**src/rtl/resilient_ctrl.sv**
```systemverilog
// Synchronous timing-resilient pipeline-stage controller: 4-phase left/right handshake,
// dual-rail error sampling with recovery delay, adaptive safe mode and a saturating error count.
module resilient_ctrl #(
  parameter int NUM_ERR      = 2,
  parameter int SAMPLE_DLY   = 3,
  parameter int EXTRA_DLY    = 2,
  parameter int RECOVER_DLY  = 2,
  parameter int ADAPT_THRESH = 2,
  parameter int SAFE_LEN     = 4,
  parameter int CNT_W        = 8
) (
  input  logic               clk,
  input  logic               rst,
  input  logic               lreq,
  output logic               lack,
  output logic               rreq,
  input  logic               rack,
  output logic               latch_en,
  output logic               sample,
  input  logic [NUM_ERR-1:0] err0,
  input  logic [NUM_ERR-1:0] err1,
  input  logic               err_clr,
  output logic [CNT_W-1:0]   err_cnt,
  output logic               safe_mode
);

  localparam int DMAX = (SAMPLE_DLY + EXTRA_DLY > RECOVER_DLY) ? SAMPLE_DLY + EXTRA_DLY : RECOVER_DLY;
  localparam int DW   = $clog2(DMAX + 1);
  localparam int EW   = $clog2(ADAPT_THRESH + 1);
  localparam int SW   = $clog2(SAFE_LEN + 1);

  localparam logic [DW-1:0] D_NORM = DW'(SAMPLE_DLY - 1);
  localparam logic [DW-1:0] D_SAFE = DW'(SAMPLE_DLY + EXTRA_DLY - 1);
  localparam logic [DW-1:0] D_REC  = DW'(RECOVER_DLY - 1);

  typedef enum logic [2:0] {IDLE, LATCH, DELAY, SAMPLE, RECOVER, REQ, RET} state_e;

  state_e           state_q, state_d;
  logic             lack_q, lack_d, rreq_q, rreq_d, latch_q, latch_d;
  logic             sample_q, sample_d, safe_q, safe_d;
  logic [CNT_W-1:0] cnt_q, cnt_d;
  logic [DW-1:0]    dly_q, dly_d;
  logic [EW-1:0]    cerr_q, cerr_d;
  logic [SW-1:0]    cclean_q, cclean_d;

  logic [NUM_ERR-1:0] resolved;
  logic               all_res, any_err, det_zero;

  // A channel is resolved on either single rail or the illegal both-rails code.
  for (genvar i = 0; i < NUM_ERR; i++) begin : g_chan
    assign resolved[i] = err0[i] | err1[i];
  end

  assign all_res  = &resolved;
  assign any_err  = |err1;
  assign det_zero = ~|resolved;

  always_comb begin
    state_d  = state_q;
    lack_d   = lack_q;
    rreq_d   = rreq_q;
    latch_d  = 1'b0;
    sample_d = sample_q;
    safe_d   = safe_q;
    cnt_d    = cnt_q;
    dly_d    = dly_q;
    cerr_d   = cerr_q;
    cclean_d = cclean_q;

    if (lack_q && !lreq) lack_d = 1'b0;

    case (state_q)
      IDLE: if (lreq && !lack_q && !rack) begin
        state_d = LATCH;
        latch_d = 1'b1;
        lack_d  = 1'b1;
      end
      LATCH: begin
        state_d = DELAY;
        dly_d   = safe_q ? D_SAFE : D_NORM;
      end
      DELAY: if (dly_q == '0) begin
        state_d  = SAMPLE;
        sample_d = 1'b1;
      end else begin
        dly_d = dly_q - 1'b1;
      end
      SAMPLE: if (all_res) begin
        sample_d = 1'b0;
        if (any_err) begin
          state_d  = RECOVER;
          dly_d    = D_REC;
          cclean_d = '0;
          if (cnt_q != '1) cnt_d = cnt_q + 1'b1;
          if (int'(cerr_q) < ADAPT_THRESH) cerr_d = cerr_q + 1'b1;
          if (int'(cerr_q) + 1 >= ADAPT_THRESH) safe_d = 1'b1;
        end else begin
          state_d = REQ;
          rreq_d  = 1'b1;
          cerr_d  = '0;
          if (int'(cclean_q) < SAFE_LEN) cclean_d = cclean_q + 1'b1;
          if (int'(cclean_q) + 1 >= SAFE_LEN) safe_d = 1'b0;
        end
      end
      RECOVER: if (dly_q == '0) begin
        state_d = REQ;
        rreq_d  = 1'b1;
      end else begin
        dly_d = dly_q - 1'b1;
      end
      REQ: if (rack) begin
        state_d = RET;
        rreq_d  = 1'b0;
      end
      RET: if (!rack && det_zero) state_d = IDLE;
      default: state_d = IDLE;
    endcase

    if (err_clr) cnt_d = '0;
  end

  always_ff @(posedge clk or negedge rst) begin
    if (!rst) begin
      state_q  <= IDLE;
      lack_q   <= 1'b0;
      rreq_q   <= 1'b0;
      latch_q  <= 1'b0;
      sample_q <= 1'b0;
      safe_q   <= 1'b0;
      cnt_q    <= '0;
      dly_q    <= '0;
      cerr_q   <= '0;
      cclean_q <= '0;
    end else begin
      state_q  <= state_d;
      lack_q   <= lack_d;
      rreq_q   <= rreq_d;
      latch_q  <= latch_d;
      sample_q <= sample_d;
      safe_q   <= safe_d;
      cnt_q    <= cnt_d;
      dly_q    <= dly_d;
      cerr_q   <= cerr_d;
      cclean_q <= cclean_d;
    end
  end

  assign lack      = lack_q;
  assign rreq      = rreq_q;
  assign latch_en  = latch_q;
  assign sample    = sample_q;
  assign err_cnt   = cnt_q;
  assign safe_mode = safe_q;

endmodule
```
**config.mk**
```make
export PLATFORM = sky130hd
export DESIGN_NAME = resilient_ctrl
export DESIGN_NICKNAME = d
export VERILOG_FILES = /design/src/rtl/resilient_ctrl.sv
export SDC_FILE = /design/constraint.sdc
export NUM_CORES = 1
export LEC_CHECK = 0
export ABC_AREA = 1
export CORE_UTILIZATION = 43
export CTS_CLUSTER_SIZE = 30
export DETAILED_ROUTE_END_ITERATION = 10
export DONT_BUFFER_PORTS = 1
export MAX_ROUTING_LAYER = met4
export PLACE_DENSITY = 0.67
export REMOVE_ABC_BUFFERS = 1
export SETUP_SLACK_MARGIN = 0.5
export SLEW_MARGIN = 20
export SYNTH_ARGS = -nofsm -noshare
export SYNTH_HDL_FRONTEND = slang
export SYNTH_SLANG_ARGS = --single-unit
```
**constraint.sdc**
```tcl
create_clock -name clk -period 1.2 [get_ports clk]
set_clock_uncertainty 0.05 [all_clocks]
set_input_delay 0.24 -clock clk [delete_from_list [all_inputs] [get_ports clk]]
set_output_delay 0.24 -clock clk [all_outputs]
set_load 0.02 [all_outputs]
```
==> reports/qor.csv, run 1 <==
metric;value;unit
final_util;69.34;%
clock-root-buffer;clkbuf_4;
start_util;46.01;%
synth_area_per_cell;7.143;sq um
rsz0062_at_grt;true;
crit_path_start;state_q[2];
crit_required;1430;ps
synthMuxAreaShare;0;%
die_h;62.46;microns
dieArea;3901;sq um
rrSetupSlack;-260;ps
ioPinCount;22;
antenna_found_initial;0;
start_kind;register;
final_hold_viol_count;28;
grt_pass1_vias;1662;
seq_area_frac_synth;38.22;%
status;finished, violations left;
syn_inst;220;
setup_viol;24;
die_w;62.46;microns
ys_warn_count;0;
overflow;0;
mostFrequentLayoutCells;56 x nand2_1, 44 x buf_4, 26 x nand3_1, 21 x inv_1, 18 x dfrtp_1;
drcViolationCount;0;
powerDensity;2087;nW/um^2
fin_crit;1464;ps
area.growth.synth_to_final;50.72;%
vias;1701;
hold_slack;-476.2;ps
synth_top_family_by_area;simple AND/OR/NAND/NOR gates;
finalMaxSlewViolations;0;
totalNegativeSetupSlack;-5030;ps
rows;21;
period_share;122.0;%
grtUsageTotal;23.65;%
via_per_inst;5.186;
drive_gt1_share;43.26;%
end_kind;register;
diodes;0;
crit_fanout;9;
routedWlPerCell;14.54;microns
core;3416;sq um
clock-sinks;24;
yosys.area_share.simple;41.00;%
rr_endpoint;err_cnt[6];
synth_xor_area_share;2.229;%
clockBufferDepth;2;
max_freq;682.8;MHz
yosys.area_share.adder;3.981;%
clk_latency;330;ps
reg2regPathDepth;9;
maxCapViolCount;0;
grt_pass1_wl;7120;microns
synth_area;1572;sq um
postRouteAntennaNets;0;
power;4.942;mW
htreeDepth;1;
ir_drop;0.001325;V
wl;4770;microns
path_class;reg -> reg;
min_path_type;in -> async;
grt_max_degree;25;
clk_pin_slew;150;ps
cts_tree;built;
drt-pass1-iter-count;4;
cp_data_arrival_time;1700;ps
timing.rr.start;state_q[2];
total_leakage_power;1.256;nW
final_common_cell;nand2_1;
synth_compound_area_share;6.608;%
gp_congestion;0.9988;
drt_iter0_drc;65;
io_buffers;0;
dp_hpwl;2829;microns
failed_checks;hold timing, setup timing;
nets;297;
synth_cell_type_count;24;
fillCellCount;272;
layout_setup_ws;-264.5;ps
slew_headroom;81.96;%
worst_slew_pin_slew;269.6;ps
synth-seq-cells;24;
pre_cts_ws;-202.0;ps
cts_buffers;3;
cp-endpoint;err_cnt[6];
[registers in the layout, summed over array words and instances (netlist names)]
| name | cells |
|---|---|
| cclean_q | 3 |
| cerr_q | 2 |
| dly_q | 3 |
| err_cnt | 8 |
| lack | 1 |
| latch_en | 1 |
| rreq | 1 |
| safe_mode | 1 |
| sample | 1 |
| state_q | 3 |
[critical path, cell delays in order, from the launching register on]
cell and delay (ps):
dfrtp_2 510, inv_2 120, nand2_4 60, nor2_4 140, nand2_4 110, nor2_4 130
nand2_4 110, nand2_4 80, nand2_1 60, nand2_1 50
[power breakdown]
group	internal (mW)	switching, mW
sequential	1.05	0.256
combinational	1.37	1.64
clock	0.338	0.285
[kinds of logic after synthesis]
group / after synthesis
xor gates and xnor gates: 4
DFF: 24
adders and majority gates: 5
and+or+nand+nor: 138
buffers and inverters: 31
AOI/OAI and AO/OA: 18
[layer usage]
layer	vias to the layer above	routed length [microns]	global-route usage (%)
li1	824	-	-
met1	798	2010	28.69
met2	63	2435	40.49
met3	16	188	2.555
met4	0	135	8.721
met5	-	0	-
[metrics by stage]
| step | hold WS [ps] | instance area, sq um | cells |
|---|---|---|---|
| after floorplan | -105.6 | 1555 | 218 |
| after global placement | -105.2 | 1943 | 308 |
| after detailed placement | -105.1 | 1943 | 308 |
| after CTS | -482.2 | 2221 | 320 |
| after global routing | -490.2 | 2369 | 328 |
| final | -476.2 | 2369 | 328 |
[worst min path at each step]
stage,from,endpoint,slack [ps],depth (start not counted)
floorplan,rst,cclean_q[0],-110,0
global placement,rst,lack,-110,0
detailed placement,rst,lack,-110,0
CTS,rst,err_cnt[1],-480,0
global route,rst,sample,-490,0
finish,rst,latch_en,-480,0
[Yosys cell counts]
library cell,count,area (sq um)
nand3_1,31,155.2
nand2_1,65,244.0
a211oi_1,1,7.510
nor2_4,4,45.04
nand3_2,1,10.01
inv_1,26,97.59
or2_2,1,6.260
xor2_1,4,35.03
inv_2,3,11.26
nand2_2,5,31.28
buf_2,1,5.000
o21ai_1,1,5.000
a21oi_2,1,8.760
a21oi_1,3,15.01
nand3b_1,1,7.510
nand4_1,2,12.51
nand2_4,3,33.78
nor2_1,23,86.33
ha_1,5,62.56
buf_6,1,11.26
o21bai_1,3,22.52
o21ai_0,9,45.04
dfrtp_1,24,600.6
nor2_2,2,12.51
[timing repair]
action,4_1_cts,5_1_grt
setup buffers,8,8
endpoints found under the setup margin,37,37
endpoints found under the hold margin,29,27
resized for setup,51,24
cloned,0,0
pin swaps,4,14
[cell type report]
cell class / count / area, sq um / area share [%]
clock buffers: 3 / 22.52 / 0.9509
well taps: 46 / 57.56 / 2.430
multi-input cells: 165 / 1017 / 42.95
clock inverters: 1 / 30.03 / 1.268
repair buffers: 60 / 519.2 / 21.92
flip-flops and latches: 24 / 608.1 / 25.67
inverters: 29 / 113.9 / 4.807
No activity file was read; power rests on OpenSTA's default activity.
==> inputs of run 2 (changes only) <==
PLACE_DENSITY = 0.65   (was 0.67)
clock period = 1.6 ns   (was 1.2 ns; I/O delays follow)
==> run 2 against run 1 <==
The run now ends clean. Critical endpoint is now state_q[1]. Routed wire length is 22% lower. Clock power fell by 47%. Critical path depth is 1 higher.
==> reports/qor.csv, run 2 (synthesized netlist as in run 1, its figures left out) <==
metric;value;unit;change
status;completed;;
period_share;91.27;%;-31 points
end_kind;register;;
ioPinCount;22;;unchanged
start_util;46.01;%;unchanged
clk_latency;320;ps;about the same
start_kind;register;;
routedWlPerCell;12.73;microns;-12%
postRouteAntennaNets;0;;unchanged
finalMaxSlewViolations;0;;unchanged
totalNegativeSetupSlack;0;ps;+5030 ps
fin_crit;1460;ps;-4.095 ps
core;3416;sq um;unchanged
min_path_type;in -> reg;;
drcViolationCount;0;;unchanged
crit_path_cell_trace;inv_2 -> nand2_4 -> nor2_4 -> buf_4 -> buf_6 -> nand2_2 -> nand3_4 -> inv_1 -> nand3_1 -> nand2_1;;
slowest_stage;dfrtp_2;;
overflow;0;;unchanged
crit_required;1780;ps;+350 ps
slowest_delay;470;ps;-40 ps
final_common_cell;nand2_1;;
route.met3.wl;160;microns;-15%
nets;263;;-11%
clkPwrFrac;11.3;%;-1.3 points
maxCapViolCount;0;;unchanged
io_buffers;0;;unchanged
vias;1482;;-13%
multi_input_comb_area;974.7;sq um;-4.2%
seqPwrFrac;35.4;%;+9.0 points
clockBufferDepth;2;;unchanged
final_hold_viol_count;0;;-100%
die_w;62.46;microns;unchanged
routedLengthMet1;1781;microns;-11%
ir_drop;0.0009254;V;-30%
path_buf_inv;4;;+3
p_int;1.561;mW;-43%
total_leakage_power;1.054;nW;-16%
gp_congestion;0.8491;;-15%
dieArea;3901;sq um;unchanged
area.growth.synth_to_final;29.38;%;
clock-sinks;24;;unchanged
drt_iter0_drc;59;;-9.2%
final_util;59.52;%;-9.8 points
dp_cells;272;;-12%
clk_pin_slew;130;ps;-20 ps
top_layer;met4;;
wl;3743;microns;-22%
setup_viol;0;;-100%
die_h;62.46;microns;unchanged
htreeDepth;1;;unchanged
path_delay_family;flip-flops;;
sw_frac_of_total;46.52;%;+2.4 points
seq_area;610.6;sq um;+0.41%
cts_tree;built;;
largest_register_ff_count;8;;unchanged
dp_hpwl;2386;microns;-16%
slew_headroom;68.49;%;-13 points
comb_power_share;53.2;%;-7.8 points
max_freq;684.8;MHz;+0.28%
antenna_found_initial;0;;unchanged
diodes;0;;unchanged
drt-pass1-iter-count;4;;unchanged
worst_slew_pin_slew;472.1;ps;+202.5 ps
drive_gt1_share;31.85;%;-11 points
grt_max_degree;25;;unchanged
p_sw;1.358;mW;-38%
fillCellCount;302;;+11%
mostFrequentLayoutCells;58 x nand2_1, 27 x nand3_1, 25 x inv_1, 18 x nor2_1;;
cts_buffers;3;;unchanged
rows;21;;unchanged
finalNonFillerCells;294;;-10%
powerDensity;1436;nW/um^2;-31%
rsz0062_at_grt;true;;
via_per_inst;5.041;;-2.8%
cp_data_arrival_time;1640;ps;-60 ps
clock-root-buffer;clkbuf_4;;
path_class;reg -> reg;;
grtUsageTotal;20.88;%;-2.8 points
crit_fanout;5;;-4
grt_pass1_vias;1423;;-14%
wl_met2;1734;microns;-29%
grt_pass1_wl;6334;microns;-11%
[run 2: cell type report]
cell class                 instances  share of cell area [%]
multi-input combinational        166                   47.94
sequential                        24                   30.03
timing repair buffer              25                   11.69
inverter                          29                   5.723
tap                               46                   2.831
clock buffer                       4                   1.785
[run 2: metal layers]
| metal | vias to the layer above | GRT usage, % |
|---|---|---|
| li1 | 758 | - |
| met1 | 675 | 27.97 |
| met2 | 41 | 32.88 |
| met3 | 8 | 2.920 |
| met4 | 0 | 6.105 |
| met5 | - | - |
[run 2: timing repair]
item	CTS	global route
resized for setup	21	32
endpoints found under the hold margin	24	0
hold buffers	2	0
buffers inserted	9	6
gates cloned	1	0
pin swaps	6	8
setup endpoints to repair	36	37
[run 2: through the flow]
stage | hold WS (ps) | total power, mW | setup WS, ps | cell area [sq um]
after global routing | 76.08 | 3.167 | 45.39 | 2033
after floorplan | -25.59 | 1.854 | 143.4 | 1555
after global placement | -24.99 | 2.079 | 105.9 | 1673
after detailed placement | -24.95 | 2.068 | 111.0 | 1673
final | 57.18 | 2.919 | 139.6 | 2033
after CTS | 62.87 | 2.607 | 184.8 | 1877
[run 2: worst paths after layout]
path	from	endpoint	slack [ps]	cells after the start
max	state_q[2]	state_q[1]	140	10
min	lreq	lack	60	2
max reg2reg	state_q[2]	state_q[1]	140	10
min reg2reg	dly_q[1]	dly_q[1]	450	2
max in group asynchronous	rst	state_q[0]	990	2
min in group asynchronous	rst	dly_q[1]	350	2
[run 2: power by group through the flow]
stage | Sequential [mW] | Clock [mW] | Combinational, mW
4_1_cts | 0.994 | 0.335 | 1.28
6_report | 1.03 | 0.330 | 1.55
5_1_grt | 1.06 | 0.352 | 1.76
3_3_place_gp | 1.00 | 0 | 1.08
3_5_place_dp | 1.00 | 0 | 1.07
2_1_floorplan | 0.970 | 0 | 0.884
[run 2: worst register-to-register path: stages (launching register included)]
cell and delay [ps]:
dfrtp_2 470, inv_2 110, nand2_4 60, nor2_4 130
buf_4 130, buf_6 80, nand2_2 60, nand3_4 90
inv_1 60, nand3_1 70, nand2_1 50
==> inputs of run 3 (changes only) <==
CORE_UTILIZATION = 45   (was 43)
PLACE_DENSITY = 0.67   (was 0.65)
==> run 3 against run 2 <==
Count of clock-buffer cells in the layout unchanged. Critical path depth decreased by 1. Clock power increased by 2%. First-iteration DRC count decreased by 3.4%. Sequential power about the same. Final area increased by 1.1%. Register-to-register slack about the same. Sequential share of layout area decreased by 0.39 points. Die area decreased by 4.3%. Via count increased by 1.1%. Routed wire length increased by 0.21%. Largest cell class unchanged. Largest power group unchanged.
==> reports/qor.csv, run 3 (synthesized netlist as in run 1, its figures left out) <==
metric;value;unit;change
largest_register_ff_count;8;;unchanged
grt_pass1_wl;5823;microns;-8.1%
start_util;47.09;%;+1.1 points
end_kind;register;;
cts_buffers;3;;unchanged
drive_gt1_share;32.81;%;+0.95 points
start_kind;register;;
rr_endpoint;dly_q[0];;
htreeDepth;1;;unchanged
final_hold_viol_count;0;;unchanged
setup_viol;0;;unchanged
rrSetupSlack;150;ps;about the same
postRouteAntennaNets;0;;unchanged
ir_drop;0.0008982;V;-2.9%
die_h;61.10;microns;-2.2%
path_buf_inv;2;;-2
drt_iter0_drc;57;;-3.4%
cp_data_arrival_time;1640;ps;about the same
crit_path_start;state_q[1];;
final_util;61.60;%;+2.1 points
core;3337;sq um;-2.3%
area.growth.synth_to_final;30.81;%;
maxCapViolCount;0;;unchanged
die_w;61.10;microns;-2.2%
dp_hpwl;2339;microns;-2.0%
routedWlPerCell;12.55;microns;-1.5%
grt_max_degree;25;;unchanged
cts_tree;built;;
ioPinCount;22;;unchanged
slowest_stage;dfrtp_2;;
diodes;0;;unchanged
crit_required;1790;ps;about the same
hp-start;lreq;;
path_class;reg -> reg;;
crit_path_cell_trace;inv_2 -> nor2_4 -> nand2_1 -> nand2_2 -> inv_1 -> nand3_4 -> nand2_2 -> nand2_1 -> nand2_1;;
timing.rr.start;state_q[1];;
grt_pass1_vias;1342;;-5.7%
clk_pin_slew;130;ps;about the same
drt-pass1-iter-count;4;;unchanged
slew_headroom;69.71;%;+1.2 points
period_share;90.75;%;-0.52 points
dieArea;3733;sq um;-4.3%
fin_crit;1452;ps;-8.388 ps
rows;21;;unchanged
vias;1498;;+1.1%
clock-root-buffer;clkbuf_4;;
via_per_inst;5.010;;-0.61%
crit_fanout;5;;unchanged
reg2regPathDepth;9;;-1
rsz0062_at_grt;true;;
max_freq;688.7;MHz;+0.58%
min_path_type;in -> reg;;
wl;3751;microns;+0.21%
worst_slew_pin_slew;453.9;ps;-18.30 ps
grtUsageTotal;22.04;%;+1.2 points
drcViolationCount;0;;unchanged
hold_path_end;lack;;
holdPathStages;2;;unchanged
final_common_cell;nand2_1;;
antenna_found_initial;0;;unchanged
hold_slack;61.15;ps;+3.974 ps
overflow;0;;unchanged
mostFrequentLayoutCells;56 x nand2_1, 26 x nand3_1, 24 x inv_1, 21 x buf_4, 19 x nor2_1;;
worst_path_most_repeated_cell;nand2_1;;
path_delay_family;simple AND/OR/NAND/NOR gates;;
powerDensity;1448;nW/um^2;+0.84%
io_buffers;0;;unchanged
status;completed;;
clockBufferDepth;2;;unchanged
clock-sinks;24;;unchanged
total_leakage_power;1.085;nW;+2.9%
nets;268;;+1.9%
clk_latency;330;ps;about the same
totalNegativeSetupSlack;0;ps;unchanged
finalMaxSlewViolations;0;;unchanged
slowest_delay;460;ps;about the same
gp_congestion;0.8429;;-0.73%
==> run 3: cell types whose count changed in the layout (fill, tap and decap cells not counted), sizes merged <==
cell,previous run,this run
buf,24,29
inv,28,29
clkinv,1,0
==> run 3: layer usage <==
metal / wire length, microns / global-route usage [%] / vias up
li1: - / - / 765
met1: 1813 / 29.51 / 691
met2: 1717 / 33.23 / 35
met3: 148 / 4.202 / 7
met4: 72 / 7.792 / 0
met5: 0 / - / -
==> run 3: area by class of cell <==
cell class | instances | area, sq um
clock buffer | 4 | 36.28
timing repair buffer | 30 | 275.3
fill | 302 | 1281
inverter | 29 | 108.9
tap | 46 | 57.56
multi-input combinational | 166 | 968.4
sequential | 24 | 609.3
==> run 3: worst max-delay path by stage <==
stage	to	slack [ps]	depth (start not counted)
finish	dly_q[0]	150	9
global route	dly_q[0]	40	9
CTS	err_cnt[3]	190	9
detailed placement	err_cnt[3]	120	9
global placement	err_cnt[3]	130	9
floorplan	err_cnt[7]	140	8
==> run 3: repair_timing <==
| item | 4_1_cts | 5_1_grt |
|---|---|---|
| endpoints found under the hold margin | 24 | 0 |
| hold buffers | 2 | 0 |
| cloned | 1 | 0 |
| gates resized for setup | 23 | 25 |
| pin swaps | 1 | 6 |
| setup endpoints to repair | 36 | 37 |
| setup buffers | 13 | 7 |
==> run 3: worst register-to-register path, stage by stage, from the launching register on <==
cell and delay [ps]:
dfrtp_2 460, inv_2 90, nor2_4 130, nand2_1 140, nand2_2 160, inv_1 90, nand3_4 80, nand2_2 70
nand2_1 60, nand2_1 40
==> run 3: power breakdown <==
group          total (mW)  internal, mW  switching [mW]
Clock               0.335         0.140           0.196
Combinational        1.63         0.688           0.939
Sequential           1.01         0.788           0.225
Total                2.98          1.62            1.36
==> run 3: metrics by stage <==
step	total power [mW]	setup WS [ps]	std cells	instance area (sq um)
2_1_floorplan	1.854	143.4	218	1555
3_3_place_gp	2.067	128.4	272	1673
3_5_place_dp	2.067	124.8	272	1673
4_1_cts	2.633	187.2	292	1911
5_1_grt	3.213	40.35	299	2056
6_report	2.976	148.0	299	2056
==> variant (config.mk and constraints of run 3) <==
`NUM_ERR`: 2 -> 1.
--- a/src/rtl/resilient_ctrl.sv
+++ b/src/rtl/resilient_ctrl.sv
@@ -2,5 +2,5 @@
 // dual-rail error sampling with recovery delay, adaptive safe mode and a saturating error count.
 module resilient_ctrl #(
-  parameter int NUM_ERR      = 2,
+  parameter int NUM_ERR      = 1,
   parameter int SAMPLE_DLY   = 3,
   parameter int EXTRA_DLY    = 2,
Ports: changed (resized err0 and err1); port bits go from 22 to 20. The function was not compared with the original's and may differ.
==> variant against run 3 <==
  * Synthesized cell count fell by 9.5%
  * Area after synthesis fell by 4.1%
  * Worst setup slack improved by 0.069 ns
  * Total power rose by 6.6%
  * Final area fell by 0.79%
  * Critical path depth fell by 2
  * Final cell count fell by 10%
  * Global-route usage rose by 0.14 points
  * Routed wire length rose by 1.1%
  * Non-clock buffer count fell by 7
  * Sequential cell count did not move
  * Critical path type unchanged
  * Critical endpoint is now err_cnt[6]
==> variant: results (changes against run 3) <==
Outcome
  – Status: finished, final reports clean

Placement
  – Cells after DPL: 248 (-8.8%)
  – Routability Congestion: 0.851 (+0.94%)

Power
  – Switching power: 1.45 mW (+6.9%)
  – Max IR drop VDD: 0.770 mV (-14%)

Setup path
  – Crit path max fanout: 8 (+3)
  – CP Data Arrival Time: 1.57 ns (-0.07 ns)

Synthesis
  – Post-synth cell types: 31 (+29%)
  – Sequential area share after synthesis: 39.9% (+1.7 points)
  – Largest cells by area after synthesis: dfrtp_1 (40%), nand2_1 (18%), inv_1 (5.7%)

CTS
  – Post-CTS sizing: 48 (+110%)
  – Post-CTS setup buffer count: 11 (-2)

Global routing
  – M3 GR Usage: 3.03% (-1.2 points)
  – Total track usage: 22.2% (+0.14 points)
  – Met1 usage: 24.9% (-4.6 points)
  – Met2 global-route usage: 39.4% (+6.1 points)

Finish
  – Non-CTS buffers: 23 (-23%)
  – Clock network area share: 2.58% (+0.81 points)
  – Fill cells: 258 (-15%)
  – Register area: 608 um2 (-0.21%)
  – Multi-input gate count: 150 (-9.6%)
  – Multi-input logic portion of the cell area: 49.4% (+2.3 points)
  – Share of cells above drive strength 1: 39.1% (+6.3 points)

Route
  – Initial DRC count: 73 (+28%)
  – Via-to-Cell Ratio: 5.22 (+4.2%)
  – Met2 routed WL: 2060 um (+20%)
[variant: cell count changes after synthesis, moves of 2 or more]
cell,before,now
or2_2,1,3
nand2_1,65,71
o21bai_1,3,0
inv_1,26,23
nand2_2,5,2
nand4_1,2,6
xor2_1,4,1
nand3_2,1,4
inv_2,3,0
nand2_4,3,1
a21oi_1,3,0
nand3_1,31,16
nor2_1,23,11
[variant: logic make-up after synthesis]
group / count (synthesis) / share of synthesized area, %
simple gates: 122 / 38.4
flops: 24 / 39.9
mux: 1 / 0.664
xor+xnor: 1 / 0.582
fa+ha+maj: 5 / 4.15
compound gates: 20 / 8.97
buf+inv: 26 / 7.39
[variant: critical path: stages, from the launching register on]
cell	delay (ns)
dfrtp_2	0.52
nand2_4	0.08
nor2_4	0.12
nand2_2	0.10
a21oi_4	0.22
nor2_4	0.09
nand2_1	0.07
nand2_1	0.04
[variant: how the worst max path moves through the flow]
stage | start | to | cells after the start
after global placement | state_q[1] | err_cnt[7] | 7
after floorplan | err_cnt[0] | err_cnt[5] | 7
final | state_q[1] | err_cnt[6] | 7
after detailed placement | state_q[1] | err_cnt[6] | 7
after CTS | err_cnt[0] | err_cnt[5] | 7
after global routing | err_cnt[1] | err_cnt[6] | 7
[variant: per-stage QoR]
stage          total power, mW  hold slack [ns]  utilization [%]  setup WS [ns]  instance area (um2)
2_1_floorplan             1.84          -0.0256                -          0.156                 1490
3_3_place_gp              2.01          -0.0251             51.4          0.144                 1600
3_5_place_dp              2.07          -0.0250             51.4          0.113                 1600
4_1_cts                   2.85           0.0448             61.7          0.252                 1910
5_1_grt                   3.40           0.0284             65.7          0.149                 2040
6_report                  3.17           0.0447             65.7          0.217                 2040
